`config.mk`:
```
export PLATFORM = sky130hd
export DESIGN_NAME = move_repeat_scheduler
export DESIGN_NICKNAME = d
export VERILOG_FILES = /design/src/rtl/move_repeat_scheduler.sv
export SDC_FILE = /design/constraint.sdc
export NUM_CORES = 1
export LEC_CHECK = 0
export BUFFER_PORTS_ARGS = -buffer_cell sky130_fd_sc_hd__buf_2
export CAP_MARGIN = 20
export CORE_MARGIN = 4
export CORE_UTILIZATION = 28
export CTS_CLUSTER_DIAMETER = 100
export CTS_CLUSTER_SIZE = 16
export DETAILED_ROUTE_END_ITERATION = 12
export PLACE_DENSITY_LB_ADDON = 0.12
export SLEW_MARGIN = 20
export SYNTH_ARGS = -nofsm -noshare
export SYNTH_HDL_FRONTEND = slang
export SYNTH_SLANG_ARGS = --single-unit
```
`constraint.sdc`:
```
create_clock -name CLOCK_50 -period 2.15 [get_ports CLOCK_50]
set_input_delay 0.43 -clock CLOCK_50 [delete_from_list [all_inputs] [get_ports CLOCK_50]]
set_output_delay 0.43 -clock CLOCK_50 [all_outputs]
set_load 0.05 [all_outputs]
```
`src/rtl/move_repeat_scheduler.sv`:
```
// Turns held direction buttons into single-cycle step pulses: one step on press,
// a second after a hold delay, then steady auto-repeat until release.
module move_repeat_scheduler #(
    parameter int unsigned DELAY = 25_000_000,
    parameter int unsigned RATE  = 5_000_000,
    parameter int unsigned CNT_W = $clog2((DELAY > RATE) ? DELAY : RATE) + 1
) (
    input  logic       CLOCK_50,
    input  logic       reset,
    input  logic       enable,
    input  logic       btn_up,
    input  logic       btn_down,
    input  logic       btn_left,
    input  logic       btn_right,
    output logic       up,
    output logic       down,
    output logic       left,
    output logic       right,
    output logic       active,
    output logic [1:0] dir
);

    typedef enum logic [1:0] {
        IDLE,
        WAIT,
        REPEAT
    } state_t;

    localparam logic [CNT_W-1:0] DELAY_LAST = CNT_W'(DELAY - 1);
    localparam logic [CNT_W-1:0] RATE_LAST  = CNT_W'(RATE - 1);

    state_t           state;
    logic [CNT_W-1:0] cnt;
    logic             any_btn;
    logic [1:0]       arb_dir;
    logic             held;

    // Pulse vector ordered {up, down, left, right}, indexed by direction code.
    function automatic logic [3:0] pulse_of(input logic [1:0] d);
        return 4'b1000 >> d;
    endfunction

    always_comb begin
        any_btn = btn_up | btn_down | btn_left | btn_right;
        arb_dir = 2'd3;
        if (btn_up)
            arb_dir = 2'd0;
        else if (btn_down)
            arb_dir = 2'd1;
        else if (btn_left)
            arb_dir = 2'd2;
        case (dir)
            2'd0:    held = btn_up;
            2'd1:    held = btn_down;
            2'd2:    held = btn_left;
            default: held = btn_right;
        endcase
    end

    always_ff @(posedge CLOCK_50 or negedge reset) begin
        if (!reset) begin
            state                   <= IDLE;
            cnt                     <= '0;
            dir                     <= '0;
            active                  <= 1'b0;
            {up, down, left, right} <= '0;
        end else begin
            {up, down, left, right} <= '0;
            if (!enable) begin
                state  <= IDLE;
                cnt    <= '0;
                dir    <= '0;
                active <= 1'b0;
            end else begin
                case (state)
                    IDLE: begin
                        if (any_btn) begin
                            dir                     <= arb_dir;
                            {up, down, left, right} <= pulse_of(arb_dir);
                            cnt                     <= '0;
                            active                  <= 1'b1;
                            state                   <= WAIT;
                        end
                    end
                    WAIT, REPEAT: begin
                        // Release takes priority over a terminal count in the same cycle.
                        if (!held) begin
                            state  <= IDLE;
                            cnt    <= '0;
                            dir    <= '0;
                            active <= 1'b0;
                        end else if (cnt == ((state == WAIT) ? DELAY_LAST : RATE_LAST)) begin
                            {up, down, left, right} <= pulse_of(dir);
                            cnt                     <= '0;
                            state                   <= REPEAT;
                        end else begin
                            cnt <= cnt + CNT_W'(1);
                        end
                    end
                    default: begin
                        state  <= IDLE;
                        cnt    <= '0;
                        dir    <= '0;
                        active <= 1'b0;
                    end
                endcase
            end
        end
    end

endmodule

```
* Yosys cells after proc, flatten, opt, wreduce, memory -nomap -nowiden
Index checks and enable logic that the tools add are counted.
Storage, ports and cells: logic and storage cells 70, output and inout bits 7, flip-flop bits (word level) 35, input bits 7
Cells by class: reductions and logical operators 5, eq/ne operators 8, bitwise operators 3, shift operators 2, muxes and demuxes 43, $add $sub $neg 1
Operators by type and width (number):
- 26-bit two-way mux | 4
- 26-bit case mux with 2 select lines | 1
- 26-bit by 1-bit adder with 26-bit output (second input constant) | 1
- 26-bit by 25-bit == test with 1-bit output | 1
- 25-bit two-way mux | 1
- 1-bit two-way mux | 20
- 2-bit two-way mux | 9
- 1-bit case mux with 2 select lines | 5
- 2-bit case mux with 2 select lines | 2
- 4-bit by 2-bit right shift with 4-bit output (first input constant) | 2
- 3-bit inequality test (second input constant) | 2
- 2-bit by 1-bit == test with 1-bit output (second input constant) | 2
- 2-bit == test (second input constant) | 2
- 2-bit logical NOT | 2
- 4-bit inequality test (second input constant) | 1
- 2-bit AND reduction | 2
- 1-bit OR | 3
- 1-bit case mux with 3 select lines | 1
- 2-bit OR reduction | 1

* Depth between registers and ports, before layout
Gate-level depths: netlist of the first run.
depth after elaboration 7, gate-level depth with buffers 9, gate-level depth less buffers 7

* Worst setup path after synthesis of the first run
No wires, ideal clock.
kind register to register, from register dir[1], to register state[1], setup time 0.125 ns, slack -0.063 ns, stages on the path, launching flop included 7, required time 2.025 ns, path buffers 1, period minus slack after synthesis 2.213 ns, arrival 2.088 ns, cells stage by stage dfrtp_1 -> mux4_2 -> nand2_2 -> o21ai_2 -> a21bo_1 -> buf_6 -> mux2_4
On the way: longest elaborated chain between the ends 5, elaborated cells on any way between the ends 9, classes of those cells eq/ne (3); mux (4); reduce/logical (2)
Ends and longest elaborated chain:
- from (decl) | RTL line 20 | output logic [1:0] dir
- from (signal assigned) | RTL line 78 | dir <= arb_dir;
- 2-bit == test (tied with other cells) | RTL line 52 | case (dir)
- 1-bit case mux with 3 select lines * | RTL line 52
- 2-bit two-way mux | RTL line 87 | if (!held) begin
- 2-bit case mux with 2 select lines | RTL line 75 | case (state)
- 2-bit two-way mux | RTL line 69 | if (!enable) begin
- to (signal assigned) | RTL line 70 | state <= IDLE;
- to (signal assigned) | RTL line 82 | state <= WAIT;
- to (signal assigned) | RTL line 88 | state <= IDLE;
- to (decl) | RTL line 32 | state_t state;
Every way passes the cells marked *; elsewhere a longest branch is shown, timed or not. A chain may end at the register's enable or synchronous reset.

* Final worst setup path of the first run
from register state[1], to register state[1]
On the way: longest elaborated chain between the ends 5, elaborated cells on any way between the ends 11, classes of those cells eq/ne (5); mux (3); reduce/logical (3)
Ends and longest elaborated chain:
- from (signal assigned) | RTL line 62 | state <= IDLE;
- from (signal assigned) | RTL line 70
- from (signal assigned) | RTL line 82
- 2-bit by 1-bit == test with 1-bit output | RTL line 75, 92
- 25-bit two-way mux | RTL line 92 | end else if (cnt == ((state == WAIT) ? DELAY_LAST : RATE_LAST)) begin
- 26-bit by 25-bit == test with 1-bit output | RTL line 92
- 4-bit inequality test (no source line)
- 2-bit AND reduction (no source line)
Several ways; a longest one is shown, not always the timed one.

==> results of run 1 <==
per-stage QoR:
stage,utilization,worst slack [ns]
CTS,0.3341,0.08449
detailed placement,0.3167,0.09339
finish,0.3394,0.1668
floorplan,-,0.06982
global route,0.3394,0.006008
global placement,0.3167,0.1424
worst max-delay path, stage by stage, from the launching register on:
cell and delay, ns:
dfrtp_1 0.40, inv_1 0.09, ha_1 0.17, nor4b_4 0.43, nand2_2 0.15, o21ai_4 0.08, a21bo_4 0.26, mux2_4 0.29
routing by layer:
metal | up-vias | wire length, µm | global-route usage
met4 | 0 | 70 | 0.04146
met5 | - | 0 | 0
met1 | 724 | 2223 | 0.1541
met2 | 11 | 1930 | 0.1680
li1 | 740 | - | -
met3 | 6 | 120 | 0.02734
cell type report:
type                       instances  area [µm²]  share of cell area
sequential                        35       877.1              0.3824
multi-input combinational        149        1017              0.4435
clock buffer                       6       82.58             0.03601
timing repair buffer              26       166.4             0.07256
clock inverter                     2       35.03             0.01528
tap                               80       100.1             0.04364
inverter                           4       15.01            0.006547
worst min-delay path by stage:
stage          slack [ns]  start  cells past startpoint                  end
2_1_floorplan        0.13  reset                      0   active$_DFFE_PN0P_
3_3_place_gp         0.48  reset                      1  cnt[22]$_DFFE_PN0P_
3_5_place_dp         0.47  reset                      1  cnt[25]$_DFFE_PN0P_
4_1_cts              0.15  reset                      1  cnt[25]$_DFFE_PN0P_
5_1_grt              0.18  reset                      1  cnt[25]$_DFFE_PN0P_
6_report             0.13  reset                      1  cnt[25]$_DFFE_PN0P_
timing repair:
action,in CTS,in global routing
resized for setup,0,5
buffers inserted,0,2
setup endpoints to repair,0,25
kinds of logic after synthesis:
logic type	Yosys count	synth area share
AND/OR/NAND/NOR	101	0.2851
multiplexers	4	0.02973
buffers and inverters	10	0.03102
adder cells (fa/ha/maj)	4	0.02586
AO/OA/AOI/OAI	16	0.06723
XOR/XNOR	24	0.1086
flip-flops	35	0.4525
cells in the final DEF, fill, tap and decap left out, types with 4 or more instances in the layout:
cell type and count:
inv_1 4, ha_1 4, nand4_1 10, and3_1 5
nand3_1 13, nor2_1 32, nand2_1 13, dfrtp_1 34
clkbuf_8 6, buf_4 12, buf_2 13, xnor2_1 5
nor3_1 4, xor2_1 19
registers in the layout (all words and copies together), names as in the netlist:
register,flops
cnt,26
dir,2
state,2
active,1
down,1
left,1
right,1
up,1
power by group through the flow:
stage | combinational, mW | clock, mW | sequential [mW]
floorplan | 0.250 | 0 | 0.826
global placement | 0.454 | 0 | 0.755
detailed placement | 0.450 | 0 | 0.752
CTS | 0.453 | 0.656 | 0.739
global route | 0.516 | 0.680 | 0.745
finish | 0.469 | 0.622 | 0.738
==> results.toml, run 1 <==
[run_status]
status = "finished clean"

[floorplan]
top_level_ports = 14
coreArea_um2 = 6756
die_y_um = 91.15
die_area_um2 = 8307
die_w_um = 91.15
start_util = 0.2865
rows = 30

[setup_path]
regToRegSetupSlack_ns = 0.17
crit_path_start_kind = "flop"
arrival_ns = 2.15
worstSetupStartpoint = "state[1]$_DFFE_PN0P_"
endpoint = "state[1]$_DFFE_PN0P_"
r2r_cells = 7
critical_path_class = "reg2reg"
endpoint_kind = "flop"
worst-path-max-fanout = 7
reg2reg_to = "state[1]$_DFFE_PN0P_"
r2r_start = "state[1]$_DFFE_PN0P_"
required_ns = 2.32

[sta]
worst_slew_pin_slew_ns = 0.5849
setup_viol = 0
setup-tns-final_ns = 0
report.final.hold_viol_count = 0
fin_crit_ns = 1.983
timing.fmax_mhz = 504.2
hold-worst-slack_ns = 0.1287
post-route-period-util = 0.9224
rsz0062_at_grt = "no"
slew_headroom = 0.6101
finClkSkew_ns = 0.01117
finalMaxSlewViolations = 0

[placed_design]
post-dp-hpwl_um = 3095
detailed_place.area_um2 = 2140
place.gp.congestion = 0.7213
port_buffers = 13
placed_cells = 292

[yosys]
synthTopCellsByCount = "dfrtp_1 (35), nor2_1 (32), xor2_1 (19), nand2_1 (13), nand3_1 (13)"
syn_nets = 205
netlist.area_leader.share = 0.4525
yosysMostFrequentCell = "dfrtp_1"
ys_ff_latch = 35
yosysWarnings = 0
avgSynthCellArea_um2 = 9.977
synthFlopType = "dfrtp_1"
yosysTopAreaCell = "dfrtp_1"
synthTopCellsByArea = "dfrtp_1 (45%), xor2_1 (8.6%), nor2_1 (6.2%)"
synth_area_um2 = 1936
synthArstFlopShare = 1.000
ys_types = 40
netlist_instances = 194
yosysSeqAreaShare = 0.4525
synth_edf_count = 0

[global_routing]
antenna_found_initial = 0
grt-ovfl-total = 0
grt_pass1_vias = 1442
gr-usage-all-layers = 0.1115
grt_pass1_wl_um = 7348
grt_max_degree = 25

[drt]
drcViolationCount = 0
drtAntennaViolNets = 0
drt_pass1_iterations = 4
viasPerCell = 4.904
vias = 1481
routedWlPerCell_um = 14.38
first_iter_violations = 78
route.final.wire_length_um = 4344

[pwr]
p_leak_nw = 0.9621
ir_worst_vdd_uv = 232.4
clkPwrFrac = 0.340
p_int_mw = 1.260
comb_power_share = 0.256
powerDensity_nw_per_um2 = 797.7
total_power_mw = 1.830
seq_power_share = 0.404
p_sw_frac = 0.3112
power_switching_mw = 0.5694

[layout]
nFillCells = 706
area_delta_synth_final_pct = 18.49
final_cell_area_um2 = 2293
finalNonFillerCells = 302
diodes = 0
drive_above_1_share = 0.1982
final_nets = 232

[clocking]
cts.sinks = 35
cts.clk_slew.worst_paths_ns = 0.08
cts_tree = "done"
cts_buffers = 5
clk_latency_ns = 0.29
cts_hold_buf = 0
cts.path.max_buffers = 2
cts_root_buffer = "clkbuf_8"
htreeDepth = 2

[run]
maxCapViolCount = 0

[hold_path]
hp-class = "in2async"
Note: power is estimated with default switching activity, not from simulation.
==> run 2, diff against run 1 <==
- CTS_BUF_LIST: unset -> sky130_fd_sc_hd__clkbuf_16
==> run 2 against run 1 <==
Net effect: die area did not move; clock skew is 0.0027 ns lower; highest routed layer unchanged; worst hold slack better by 0.016 ns; count of clock-buffer cells in the layout shrank 1; clock power up 31%; maximum frequency is essentially flat; critical endpoint unchanged; cell area up 2.0%; combinational power about the same.
==> results.toml, run 2 (synthesized netlist as in run 1, its figures left out) <==
[clocking]
cts_buffers = 5
cts.clk_slew.worst_paths_ns = 0.06
cts_root_buffer = "clkbuf_16"
cts_hold_buf = 0
cts.path.max_buffers = 2
cts_tree = "done"
clk_latency_ns = 0.28
cts.sinks = 35
htreeDepth = 2

[placed_design]
place.gp.congestion = 0.7213
port_buffers = 13
post-dp-hpwl_um = 3095
detailed_place.area_um2 = 2140
pre_cts_ws_ns = 0.09339

[run]
maxCapViolCount = 0

[global_routing]
grt_pass1_wl_um = 7327
grt_pass1_vias = 1446
grt_max_degree = 25
grt-ovfl-total = 0
gr-usage-all-layers = 0.1110
antenna_found_initial = 0

[setup_path]
r2r_cells = 7
arrival_ns = 2.14
endpoint_kind = "flop"
regToRegSetupSlack_ns = 0.17
crit_path_start_kind = "flop"
critical_path_class = "reg2reg"
reg2reg_to = "state[1]$_DFFE_PN0P_"
r2r_start = "state[1]$_DFFE_PN0P_"
worst-path-max-fanout = 7
required_ns = 2.31

[sta]
report.final.hold_viol_count = 0
fin_crit_ns = 1.985
finClkSkew_ns = 0.008461
setup-tns-final_ns = 0
fin_ws_ns = 0.1651
setup_viol = 0
slew_headroom = 0.6075
worst_slew_pin_slew_ns = 0.5888
rsz0062_at_grt = "no"
post-route-period-util = 0.9232
timing.fmax_mhz = 503.8
finalMaxSlewViolations = 0

[floorplan]
die_w_um = 91.15
start_util = 0.2865
top_level_ports = 14
die_area_um2 = 8307
coreArea_um2 = 6756
die_y_um = 91.15
rows = 30

[pwr]
powerDensity_nw_per_um2 = 864.0
p_leak_nw = 0.9821
ir_worst_vdd_uv = 234.2

[drt]
drcViolationCount = 0
viasPerCell = 4.907
first_iter_violations = 68
route.final.wire_length_um = 4333
routedWlPerCell_um = 14.35
drtAntennaViolNets = 0
drt_pass1_iterations = 4
vias = 1482

[layout]
drive_above_1_share = 0.1937
top_register = "cnt"
largestRegisters = "cnt x26, dir x2, state x2"
multi_input_area_um2 = 1017
diodes = 0
final_cell_area_um2 = 2340
seq_area_um2 = 877.1
largest_reg_flops = 26
final_cell_mix = "dfrtp_1 (34), nor2_1 (32), xor2_1 (19)"
area_delta_synth_final_pct = 20.88
nFillCells = 706
utilization = 0.3463
final_nets = 232
layout_commonest_cell = "dfrtp_1"

[run_status]
status = "finished clean"

[hold_path]
hp-class = "in2async"
[run 2: cell count changes in the layout (fill, tap and decap cells not counted), sizes merged]
cell / delta
clkinv: +1
clkbuf: -1
[run 2: metal layers]
layer	wire (µm)	track usage	vias up
li1	-	-	739
met1	2216	0.1546	725
met2	1954	0.1674	12
met3	107	0.02734	6
met4	54	0.03769	0
met5	0	0	-
[run 2: timing repair]
| item | in CTS | in global routing |
|---|---|---|
| resized for setup | 0 | 5 |
| setup endpoints to repair | 0 | 25 |
| setup buffers | 0 | 2 |
[run 2: how the worst max path moves through the flow]
| stage | from | end | slack, ns | cells after the start |
|---|---|---|---|---|
| after global routing | state[1]$_DFFE_PN0P_ | state[1]$_DFFE_PN0P_ | 0.01 | 7 |
| after global placement | state[0]$_DFFE_PN0P_ | cnt[20]$_DFFE_PN0P_ | 0.14 | 8 |
| final | state[1]$_DFFE_PN0P_ | state[1]$_DFFE_PN0P_ | 0.17 | 7 |
| after CTS | state[1]$_DFFE_PN0P_ | cnt[11]$_DFFE_PN0P_ | 0.09 | 8 |
| after detailed placement | btn_up | cnt[11]$_DFFE_PN0P_ | 0.09 | 7 |
| after floorplan | state[0]$_DFFE_PN0P_ | state[1]$_DFFE_PN0P_ | 0.07 | 7 |
[run 2: power by group]
part,switching [mW],internal [mW]
logic,0.284,0.184
clock network,0.273,0.540
registers,0.0379,0.702
[run 2: worst max-delay path: stages, from the launching register on]
cell and delay [ns]:
dfrtp_1 0.39, inv_1 0.09, ha_1 0.17, nor4b_4 0.43, nand2_2 0.15, o21ai_4 0.09, a21bo_4 0.26, mux2_4 0.29
[run 2: metrics by stage]
| stage | std cells | total power, mW | hold WS [ns] |
|---|---|---|---|
| finish | 302 | 2.021 | 0.1442 |
| global route | 302 | 2.129 | 0.2046 |
| CTS | 300 | 2.032 | 0.1710 |
| detailed placement | 292 | 1.202 | 0.4736 |
| global placement | 292 | 1.208 | 0.4751 |
| floorplan | 194 | 1.075 | 0.1344 |
[run 2: cell type report]
type	count	area share
clock buffers	5	0.05348
clock inverters	3	0.01658
inverters	4	0.006417
multi-input cells	149	0.4348
flip-flops and latches	35	0.3749
well taps	80	0.04278
repair buffers	26	0.07112
==> run 3, diff against run 2 <==
- CELL_PAD_IN_SITES_DETAIL_PLACEMENT: unset -> 1
- CELL_PAD_IN_SITES_GLOBAL_PLACEMENT: unset -> 1
==> run 3 against run 2 <==
Net effect: largest power group is now registers; combinational power grew 3%; die area stayed put; worst hold slack worse by 0.080 ns; non-clock buffer count increased by 2; first-iteration DRC count unchanged; register-to-register slack is essentially flat; critical path type unchanged; clock skew decreased by 0.0041 ns.
==> results.toml, run 3 (synthesized netlist as in run 1, its figures left out) <==
[clocking]
cts_hold_buf = 0
clk_latency_ns = 0.27
cts_tree = "done"
cts_root_buffer = "clkbuf_16"
cts.clk_slew.worst_paths_ns = 0.06
cts.path.max_buffers = 2
htreeDepth = 2
cts_buffers = 5
cts.sinks = 35

[sta]
report.final.hold_viol_count = 0
finalMaxSlewViolations = 0
worst_slew_pin_slew_ns = 0.5196
fin_crit_ns = 1.977
setup-tns-final_ns = 0
slew_headroom = 0.6509
timing.fmax_mhz = 505.9
setup_viol = 0
hold-worst-slack_ns = 0.06458
rsz0062_at_grt = "no"
finClkSkew_ns = 0.004411
post-route-period-util = 0.9193

[drt]
routedWlPerCell_um = 16.29
drt_pass1_iterations = 4
route.final.wire_length_um = 4952
drcViolationCount = 0
drtAntennaViolNets = 0
first_iter_violations = 68
viasPerCell = 5.211
vias = 1584

[floorplan]
die_y_um = 91.15
coreArea_um2 = 6756
die_w_um = 91.15
top_level_ports = 14
start_util = 0.2865
rows = 30
die_area_um2 = 8307

[placed_design]
post-dp-hpwl_um = 3731
port_buffers = 13
place.gp.congestion = 0.7863
detailed_place.area_um2 = 2147

[setup_path]
crit_path_start_kind = "flop"
critPathSlowestCell = "dfrtp_1"
crit_top_cell = "buf_4"
critical_path_class = "reg2reg"
r2r_start = "state[1]$_DFFE_PN0P_"
path_cells = "inv_1, ha_1, nor4b_4, buf_4, buf_4, a2111oi_4, buf_6, nand3_1, xor2_1, nor2_1"
arrival_ns = 2.13
reg2reg_to = "cnt[10]$_DFFE_PN0P_"
r2r_cells = 10
cp_slowest_stage_delay_ns = 0.35
required_ns = 2.31
worst-path-max-fanout = 7
timing.critical_path.buf_inv = 4
critPathTopFamily = "buffers and inverters"
endpoint_kind = "flop"
regToRegSetupSlack_ns = 0.17

[global_routing]
antenna_found_initial = 0
grt_pass1_wl_um = 8473
grt-ovfl-total = 0
grt_max_degree = 22
gr-usage-all-layers = 0.1276
grt_pass1_vias = 1628

[run_status]
status = "finished clean"

[layout]
area_delta_synth_final_pct = 19.39
final_nets = 234
largestRegisters = "cnt x26, dir x2, state x2"
diodes = 0
drive_above_1_share = 0.1875
layout_commonest_cell = "dfrtp_1"
final_cell_mix = "dfrtp_1 (34), nor2_1 (32), xor2_1 (19)"
largest_reg_flops = 26
final_cell_area_um2 = 2311
top_register = "cnt"

[hold_path]
hp-class = "in2async"

[pwr]
p_sw_frac = 0.3141
p_int_mw = 1.302
powerDensity_nw_per_um2 = 821.1
ir_worst_vdd_uv = 336.9
comb_power_share = 0.254
power_switching_mw = 0.5961
p_leak_nw = 0.9813
seq_power_share = 0.387
total_power_mw = 1.898
clkPwrFrac = 0.360

[run]
maxCapViolCount = 0
run 3: changes by cell type in the layout (fill, tap and decap cells not counted):
cell | previous run | this run
a21bo_1 | 0 | 1
a21bo_4 | 1 | 0
a21oi_1 | 3 | 4
a21oi_2 | 1 | 0
buf_4 | 12 | 14
bufinv_16 | 1 | 0
inv_1 | 4 | 5
o21ai_2 | 0 | 1
o21ai_4 | 1 | 0
run 3: how the worst max path moves through the flow:
stage                    startpoint              endpoint  slack [ns]  cells past startpoint
3_3_place_gp               btn_down   cnt[11]$_DFFE_PN0P_        0.18                      7
5_1_grt        state[0]$_DFFE_PN0P_   cnt[10]$_DFFE_PN0P_        0.03                     10
6_report       state[1]$_DFFE_PN0P_   cnt[10]$_DFFE_PN0P_        0.17                     10
3_5_place_dp               btn_down    dir[0]$_DFFE_PN0P_        0.09                      6
4_1_cts        state[1]$_DFFE_PN0P_   cnt[10]$_DFFE_PN0P_        0.16                      9
2_1_floorplan  state[0]$_DFFE_PN0P_  state[1]$_DFFE_PN0P_        0.07                      7
run 3: worst register-to-register path, stage by stage (launching register included):
cell and delay (ns):
dfrtp_1 0.35, inv_1 0.06, ha_1 0.20, nor4b_4 0.13, buf_4 0.16, buf_4 0.15, a2111oi_4 0.29, buf_6 0.17
nand3_1 0.10, xor2_1 0.19, nor2_1 0.06
run 3: final cells by class:
class,instances,area [µm²]
inverters,4,15.01
clock inverters,3,12.51
fillers,783,4446
clock buffers,5,125.1
flip-flops and latches,35,877.1
multi-input cells,149,999.7
repair buffers,28,181.4
well taps,80,100.1
run 3: per-layer routing:
metal | track usage | share of wire | wire length (µm)
met3 | 0.03314 | 0.033 | 163
met1 | 0.1735 | 0.47 | 2339
met4 | 0.03769 | 0.0089 | 44
met2 | 0.1993 | 0.49 | 2405
met5 | 0 | 0 | 0
run 3: stage by stage:
stage / util / setup slack (ns) / std cells
4_1_cts: 0.3381 / 0.1617 / 301
3_5_place_dp: 0.3178 / 0.09037 / 293
3_3_place_gp: 0.3178 / 0.1828 / 293
6_report: 0.3420 / 0.1734 / 304
2_1_floorplan: - / 0.06982 / 194
5_1_grt: 0.3420 / 0.03355 / 304
run 3: repair_timing:
item	4_1_cts	5_1_grt
buffers inserted	0	3
setup endpoints to repair	0	1
resized for setup	0	1
run 3: power groups by stage:
| stage | clock (mW) | sequential, mW | combinational [mW] |
|---|---|---|---|
| floorplan | 0 | 0.826 | 0.250 |
| global placement | 0 | 0.744 | 0.466 |
| detailed placement | 0 | 0.748 | 0.477 |
| CTS | 0.702 | 0.737 | 0.478 |
| global route | 0.733 | 0.740 | 0.528 |
| finish | 0.682 | 0.734 | 0.481 |
